File: config.mk
export PLATFORM = sky130hd
export DESIGN_NAME = vga_timing_gen
export DESIGN_NICKNAME = d
export VERILOG_FILES = /design/src/rtl/vga_timing_gen.sv
export SDC_FILE = /design/constraint.sdc
export NUM_CORES = 1
export LEC_CHECK = 0
export ABC_AREA = 1
export CAP_MARGIN = 20
export CORE_ASPECT_RATIO = 0.6
export CORE_UTILIZATION = 25
export CTS_BUF_LIST = sky130_fd_sc_hd__clkbuf_8
export CTS_CLUSTER_DIAMETER = 60
export CTS_CLUSTER_SIZE = 28
export DETAILED_ROUTE_END_ITERATION = 10
export PLACE_DENSITY_LB_ADDON = 0.05
export SKIP_LAST_GASP = 1
export SLEW_MARGIN = 40
export SYNTH_ARGS = -nofsm -noshare
export SYNTH_HDL_FRONTEND = slang
export SYNTH_SLANG_ARGS = --single-unit
File: constraint.sdc
create_clock -name clk -period 1.6 [get_ports clk]
set_input_delay 0.16 -clock clk [delete_from_list [all_inputs] [get_ports clk]]
set_output_delay 0.16 -clock clk [all_outputs]
set_load 0.01 [all_outputs]
File: src/rtl/vga_timing_gen.sv
// Parametrised raster timing generator with run/stop control, line interrupt and registered outputs.
// Optional frame counter built when VGA_TIMING_FRAMECNT_EN is defined; otherwise frame_cnt is tied to 0.
module vga_timing_gen #(
    parameter int H_SYNC         = 120,
    parameter int H_BP           = 64,
    parameter int H_ACTIVE       = 800,
    parameter int H_FP           = 56,
    parameter int V_SYNC         = 6,
    parameter int V_BP           = 23,
    parameter int V_ACTIVE       = 600,
    parameter int V_FP           = 37,
    parameter int HS_ACTIVE_HIGH = 0,
    parameter int VS_ACTIVE_HIGH = 0,
    parameter int COORD_W        = 11
) (
    input  logic                      clk,
    input  logic                      reset_n,
    input  logic                      pix_en,
    input  logic                      run,
    input  logic signed [COORD_W-1:0] line_match,
    output logic                      busy,
    output logic                      hs,
    output logic                      vs,
    output logic                      de,
    output logic                      sof,
    output logic                      eof,
    output logic                      sol,
    output logic                      eol,
    output logic signed [COORD_W-1:0] spot_x,
    output logic signed [COORD_W-1:0] spot_y,
    output logic                      line_irq,
    output logic [15:0]               frame_cnt
);

    localparam int H_TOT   = H_SYNC + H_BP + H_ACTIVE + H_FP;
    localparam int V_TOT   = V_SYNC + V_BP + V_ACTIVE + V_FP;
    localparam int H_START = H_SYNC + H_BP;
    localparam int H_END   = H_START + H_ACTIVE;
    localparam int V_START = V_SYNC + V_BP;
    localparam int V_END   = V_START + V_ACTIVE;
    localparam int CX_W    = (H_TOT > 1) ? $clog2(H_TOT) : 1;
    localparam int CY_W    = (V_TOT > 1) ? $clog2(V_TOT) : 1;

    localparam logic [1:0] IDLE  = 2'd0;
    localparam logic [1:0] RUN   = 2'd1;
    localparam logic [1:0] DRAIN = 2'd2;

    localparam logic HS_ON = (HS_ACTIVE_HIGH != 0);
    localparam logic VS_ON = (VS_ACTIVE_HIGH != 0);

    logic [1:0]      state_reg, state_next;
    logic [CX_W-1:0] cx_reg, cx_next;
    logic [CY_W-1:0] cy_reg, cy_next;

    logic                      busy_reg, hs_reg, vs_reg, de_reg;
    logic                      sof_reg, eof_reg, sol_reg, eol_reg, irq_reg;
    logic signed [COORD_W-1:0] spot_x_reg, spot_y_reg;

    logic                      hs_next, vs_next, de_next;
    logic                      sof_next, eof_next, sol_next, eol_next, irq_next;
    logic signed [COORD_W-1:0] spot_x_next, spot_y_next;
    logic                      cx_last, cy_last, go_idle, load;
    int                        cx_i, cy_i;

    // Decode of the current position; loaded into the output registers on a tick.
    always_comb begin
        cx_i        = int'(cx_reg);
        cy_i        = int'(cy_reg);
        cx_last     = (cx_i == H_TOT - 1);
        cy_last     = (cy_i == V_TOT - 1);
        hs_next     = (cx_i < H_SYNC) ? HS_ON : ~HS_ON;
        vs_next     = (cy_i < V_SYNC) ? VS_ON : ~VS_ON;
        de_next     = (cx_i >= H_START) && (cx_i < H_END) && (cy_i >= V_START) && (cy_i < V_END);
        spot_x_next = de_next ? COORD_W'(cx_i - H_START) : '1;
        spot_y_next = de_next ? COORD_W'(cy_i - V_START) : '1;
        sol_next    = de_next && (cx_i == H_START);
        eol_next    = de_next && (cx_i == H_END - 1);
        sof_next    = sol_next && (cy_i == V_START);
        eof_next    = eol_next && (cy_i == V_END - 1);
        // A negative line_match never equals an active row index.
        irq_next    = eol_next && !line_match[COORD_W-1] && (spot_y_next == line_match);
        cx_next     = cx_last ? '0 : cx_reg + CX_W'(1);
        cy_next     = cy_reg;
        if (cx_last) begin
            cy_next = cy_last ? '0 : cy_reg + CY_W'(1);
        end
    end

    always_comb begin
        state_next = state_reg;
        case (state_reg)
            IDLE:    state_next = run ? RUN : IDLE;
            RUN:     state_next = run ? RUN : DRAIN;
            DRAIN: begin
                if (run) begin
                    state_next = RUN;
                end else if (cx_last && cy_last) begin
                    state_next = IDLE;
                end
            end
            default: state_next = IDLE;
        endcase
        go_idle = (state_reg == DRAIN) && (state_next == IDLE);
        load    = (state_next != IDLE);
    end

    always_ff @(posedge clk or negedge reset_n) begin
        if (!reset_n) begin
            state_reg  <= IDLE;
            busy_reg   <= 1'b0;
            cx_reg     <= '0;
            cy_reg     <= '0;
            hs_reg     <= ~HS_ON;
            vs_reg     <= ~VS_ON;
            de_reg     <= 1'b0;
            sof_reg    <= 1'b0;
            eof_reg    <= 1'b0;
            sol_reg    <= 1'b0;
            eol_reg    <= 1'b0;
            irq_reg    <= 1'b0;
            spot_x_reg <= '1;
            spot_y_reg <= '1;
        end else if (pix_en) begin
            state_reg <= state_next;
            busy_reg  <= (state_next != IDLE);
            if (go_idle) begin
                cx_reg     <= '0;
                cy_reg     <= '0;
                hs_reg     <= ~HS_ON;
                vs_reg     <= ~VS_ON;
                de_reg     <= 1'b0;
                sof_reg    <= 1'b0;
                eof_reg    <= 1'b0;
                sol_reg    <= 1'b0;
                eol_reg    <= 1'b0;
                irq_reg    <= 1'b0;
                spot_x_reg <= '1;
                spot_y_reg <= '1;
            end else if (load) begin
                cx_reg     <= cx_next;
                cy_reg     <= cy_next;
                hs_reg     <= hs_next;
                vs_reg     <= vs_next;
                de_reg     <= de_next;
                sof_reg    <= sof_next;
                eof_reg    <= eof_next;
                sol_reg    <= sol_next;
                eol_reg    <= eol_next;
                irq_reg    <= irq_next;
                spot_x_reg <= spot_x_next;
                spot_y_reg <= spot_y_next;
            end
        end
    end

`ifdef VGA_TIMING_FRAMECNT_EN
    logic [15:0] frame_cnt_reg;

    // Counts on the tick that loads eof, so it steps together with the eof pulse.
    always_ff @(posedge clk or negedge reset_n) begin
        if (!reset_n) begin
            frame_cnt_reg <= '0;
        end else if (pix_en && load && eof_next) begin
            frame_cnt_reg <= frame_cnt_reg + 16'd1;
        end
    end

    assign frame_cnt = frame_cnt_reg;
`else
    assign frame_cnt = '0;
`endif

    assign busy     = busy_reg;
    assign hs       = hs_reg;
    assign vs       = vs_reg;
    assign de       = de_reg;
    assign sof      = sof_reg;
    assign eof      = eof_reg;
    assign sol      = sol_reg;
    assign eol      = eol_reg;
    assign line_irq = irq_reg;
    assign spot_x   = spot_x_reg;
    assign spot_y   = spot_y_reg;

endmodule
; ---- Yosys cells after proc, flatten, opt, wreduce, memory -nomap -nowiden
; Index checks and enable logic that the tools add are counted.
[totals]
reg_bits = 54
in_bits = 15
word_cells = 88
[classes]
add_sub_neg = 4
order_cmp = 6
eq_ne = 9
muxes = 36
n_reduce_logical = 19
[ops]
columns = op, count
row1 = $mux 11, 9
row2 = $mux 10, 4
row3 = $eq 11x11->1 const B, 2
row4 = $eq 10x10->1 const B, 2
row5 = $mux 1, 19
row6 = $add 11x1->11 const B, 1
row7 = $eq 11x11->1, 1
row8 = $eq 11x9->1 const B, 1
row9 = $ge 11x8->1 const B, 1
row10 = $logic_and 1x1->1, 11
row11 = $lt 11x10->1 const B, 1
row12 = $lt 11x7->1 const B, 1
row13 = $sub 10x5->11 const B, 1
row14 = $sub 11x8->11 const B, 1
row15 = $add 10x1->10 const B, 1
row16 = $eq 10x6->1 const B, 1
row17 = $ge 10x5->1 const B, 1
row18 = $lt 10x10->1 const B, 1
row19 = $lt 10x3->1 const B, 1
row20 = $mux 2, 3
row21 = $pmux 2 s3, 1
row22 = $reduce_bool 2->1, 3
row23 = $logic_not 2->1, 2
row24 = $reduce_and 3->1, 1
row25 = other kinds (4), 4

; ---- Logic depth before layout (Yosys ltp)
; Gate-level depths: netlist of run 1.
[logic_depth]
ltp_word = 9
depth_mapped = 16

; ---- Least setup slack after synthesis of run 1
; OpenSTA, ideal clock, no wires.
[synth_path]
path_type = reg-to-reg
startpoint = register cx_reg[0]
endpoint = register cy_reg[5]
t_arrival_ns = 1.625
t_required_ns = 1.480
setup_slack_ns = -0.146
stages_incl_launch_ff = 11
path_buffers = 1
synth_period_minus_slack_ns = 1.746
path_cell_list = dfrtp_1 -> ha_1 -> nand2_1 -> nor2_1 -> nand4_2 -> nor2_4 -> inv_2 -> or2_0 -> clkbuf_2 -> o211ai_1 -> inv_1
[synth_between]
elab_chain_cells = 9
[synth_rtl]
columns = item, line
row1 = "start, declared", 52  ; logic [CX_W-1:0] cx_reg, cx_next;
row2 = "start signal, assigned", 140  ; cx_reg <= cx_next;
row3 = $eq 11x11->1 *, 69  ; cx_last = (cx_i == H_TOT - 1);
row4 = $logic_and 1x1->1, 97  ; end else if (cx_last && cy_last) begin
row5 = $mux 2, 97
row6 = $mux 2, 95  ; if (run) begin
row7 = $pmux 2 s3, 91  ; case (state_reg)
row8 = $logic_not 2->1, 103  ; go_idle = (state_reg == DRAIN) && (state_next == IDLE);
row9 = $logic_and 1x1->1, 103
row10 = $reduce_bool 2->1 (no line), -
row11 = $reduce_and 3->1 (no line), -
row12 = "end signal, assigned", 141  ; cy_reg <= cy_next;
row13 = "end, declared", 53  ; logic [CY_W-1:0] cy_reg, cy_next;
; Mark *: on every way between the ends. The rest lies on a longest branch, timed or not.
; A chain may end at the register's enable or synchronous reset.

; ---- Worst setup path after layout of run 1
[layout_path]
startpoint = register cy_reg[2]
endpoint = register sof_reg (netlist: sof)
[layout_between]
elab_chain_cells = 9
[layout_rtl]
columns = item, line
row1 = $eq 10x10->1, 70  ; cy_last = (cy_i == V_TOT - 1);
row2 = $logic_and 1x1->1, 97
row3 = $mux 2, 97
row4 = $mux 2, 95
row5 = $pmux 2 s3, 91
row6 = $logic_not 2->1, 103
row7 = $logic_and 1x1->1, 103
row8 = $reduce_bool 2->1 (no line), -
row9 = $reduce_and 2->1 (no line), -
row10 = "end signal, assigned", 145  ; sof_reg <= sof_next;
row11 = "end, declared", 56  ; logic sof_reg, eof_reg, sol_reg, eol_reg, irq_reg;
; Parallel ways exist; a longest one is shown, timed or not. The select of a mux whose other input is x is not followed.

==> results of run 1 <==
[power by group]
part,leakage [nW],internal [mW],switching (mW)
combinational,1.92,0.967,0.901
clock,0.0504,0.467,0.521
sequential,0.623,1.67,0.160
[logic make-up after synthesis]
group	count (synthesis)	synth area share (%)
compound gates	53	9.23
xor+xnor	11	2.89
fa+ha+maj	7	2.63
buf+inv	79	11.5
flops	54	41.4
other cells	1	0.112
simple gates	238	32.2
[per-stage QoR]
step           TNS (ps)  std cells  setup slack, ps  utilization (%)
2_1_floorplan      -969        458             -101                -
3_3_place_gp      -9190        747             -295             36.7
3_5_place_dp      -8650        747             -289             36.7
4_1_cts           -5750        761             -309             38.3
5_1_grt          -10790        779             -433             41.7
6_report          -5150        779             -278             41.7
[worst max-delay path, cell delays in order (launching register included)]
cell,delay [ps]
dfrtp_1,470
nand2_1,100
nand2_1,110
nand2_2,60
nor2_1,110
nor2_2,60
nor2_2,150
buf_12,170
nand2_8,80
nor2_8,110
nand4_1,200
o21ai_1,170
[timing repair]
| item | 4_1_cts | 5_1_grt |
|---|---|---|
| hold buffers | 1 | 0 |
| hold endpoints to repair | 11 | 0 |
| setup endpoints to repair | 43 | 72 |
| resized for setup | 18 | 63 |
| cloned | 0 | 5 |
| pin swaps | 9 | 11 |
| buffers inserted | 6 | 13 |
[area by class of cell]
class / count / area [um2] / share of cell area, %
repair buffers: 176 / 1700 / 31.5
well taps: 170 / 213 / 3.94
multi-input cells: 325 / 1800 / 33.4
clock inverters: 3 / 45.0 / 0.834
inverters: 46 / 184 / 3.41
clock buffers: 5 / 68.8 / 1.27
flip-flops and latches: 54 / 1390 / 25.7
[metal layers]
| metal | global-route usage, % | vias up | share of wire (%) |
|---|---|---|---|
| li1 | - | 1754 | - |
| met1 | 27.9 | 1615 | 59 |
| met2 | 20.2 | 46 | 38 |
| met3 | 2.96 | 5 | 3.2 |
| met4 | 2.75 | 0 | 0.48 |
| met5 | 0 | - | 0 |
[synth_stat cells, types with 5 or more instances]
| cell type | instances |
|---|---|
| nand3_1 | 35 |
| o21ai_0 | 19 |
| inv_2 | 5 |
| buf_4 | 17 |
| nand4_1 | 15 |
| nor3_1 | 13 |
| inv_1 | 39 |
| a21oi_1 | 11 |
| dfstp_2 | 24 |
| a31oi_1 | 14 |
| ha_1 | 7 |
| nor2_1 | 64 |
| nand2_2 | 7 |
| nand2_1 | 92 |
| buf_2 | 9 |
| dfrtp_1 | 30 |
| clkbuf_1 | 5 |
| xor2_1 | 10 |
[worst min-delay path by stage]
stage | from | to | cells past startpoint | slack [ps]
3_3_place_gp | reset_n | busy | 1 | 160
2_1_floorplan | reset_n | busy | 0 | -140
3_5_place_dp | reset_n | busy | 1 | 160
5_1_grt | reset_n | cy_reg[7] | 2 | 350
6_report | reset_n | state_reg[0] | 2 | 320
4_1_cts | reset_n | state_reg[0] | 2 | 320
==> flow_summary.toml, run 1 <==
[detailed_routing]
drcViolationCount = 0
drt_first_pass_iters = 4
vias = 3420
route.detailed.wl_per_inst_um = 14.6
ant_nets = 0
wl_um = 11400
drtIter0Drc = 180
vias_per_cell = 4.39

[placed_design]
dp.final_hpwl_um = 8440
port_buffers = 45
place_area_um2 = 4740
place_congestion = 0.850

[clock_tree]
clockRootBuffer = "clkbuf_8"
cts_tree = "done"
cts_made_buffers = 5
worstSkewPairLatency_ps = 330
cts_sinks = 54
htree_levels = 2
cts.path.max_buffers = 2
clkTransAtPathRegs_ps = 120

[yosys]
yosys_most_used_dff = "dfrtp_1"
yosysTopAreaCellShare_pct = 22.5
ys_ff_latch = 54
syn_inst = 443
synth_cell_types = 40
ys_warn_count = 0
synth_area_leader_cell = "dfrtp_1"
synth_seq_area_share_pct = 41.4
avgSynthCellArea_um2 = 7.53
ys_top_cells_by_area = "dfrtp_1, dfstp_2, nand2_1, nor2_1, nand3_1"
syn-cell-area_um2 = 3330
async_reset_ff_share_pct = 100
synth-edff-count = 0

[cells_and_area]
layout_common_cells = "buf_4, nand2_1, nor2_1"
drive_gt1_share_pct = 37.1
layout_commonest_cell = "buf_4"
fillers = 1320
n_antenna_cell = 0
fin_area_um2 = 5400
area_growth_pct = 61.9
final_net_count = 630

[sta]
finalSetupViolations = 43
min_period_ps = 1880
finalMaxSlewViolations = 0
fmax_mhz = 533
grt_setup_unrepaired = "yes"
finalHoldViolCount = 0
fin_skew_ps = 13.7
fin_hold_ws_ps = 318
finalCritPeriodShare_pct = 117
fin_ws_ps = -278

[setup_path]
reg2reg_slack_ps = -280
cp.required_ps = 1850
reg2reg_depth = 11
critPathArrivalTime_ps = 2130
startpoint = "cy_reg[2]"
reg2reg_to = "sof"
crit_path_end_kind = "register"
start_kind = "register"
critPathCapture = "sof"
cp_max_fo = 20
reg2reg_from = "cy_reg[2]"
worstSetupPathType = "register to register"

[floorplan]
core_um2 = 12900
io_pins = 62
start_util_pct = 25.8
die_x_um = 151
die_h_um = 91.5
die_area_um2 = 13800
rows = 32

[power]
p_leak_nw = 2.59
power_density_nw_per_um2 = 868
power.total_mw = 4.69
ir_worst_vdd_uv = 355

[global_route]
grt_remaining_overflow = 0
grt_start_max_net_pins = 31
grt_usage_pct = 16.4
grt_pass1_vias = 3130
antenna_found_initial = 0
grt_pass1_wl_um = 17000

[flow_run]
drv_cap = 0

[worst_hold_path]
holdCritPathClass = "input port to async pin"

[run_status]
status = "complete, but fails checks"
violations = "setup timing"
(Power assumes the default switching activity.)
==> run 2, diff against run 1 <==
--- a/config.mk
+++ b/config.mk
@@ -15,7 +15,7 @@
 export DETAILED_ROUTE_END_ITERATION = 10
 export PLACE_DENSITY_LB_ADDON = 0.05
 export SKIP_LAST_GASP = 1
-export SLEW_MARGIN = 40
+export SLEW_MARGIN = 25
 export SYNTH_ARGS = -nofsm -noshare
 export SYNTH_HDL_FRONTEND = slang
 export SYNTH_SLANG_ARGS = --single-unit
==> results of run 2 <==
No change in the layout: final DEF, timing and power equal those of run 1.
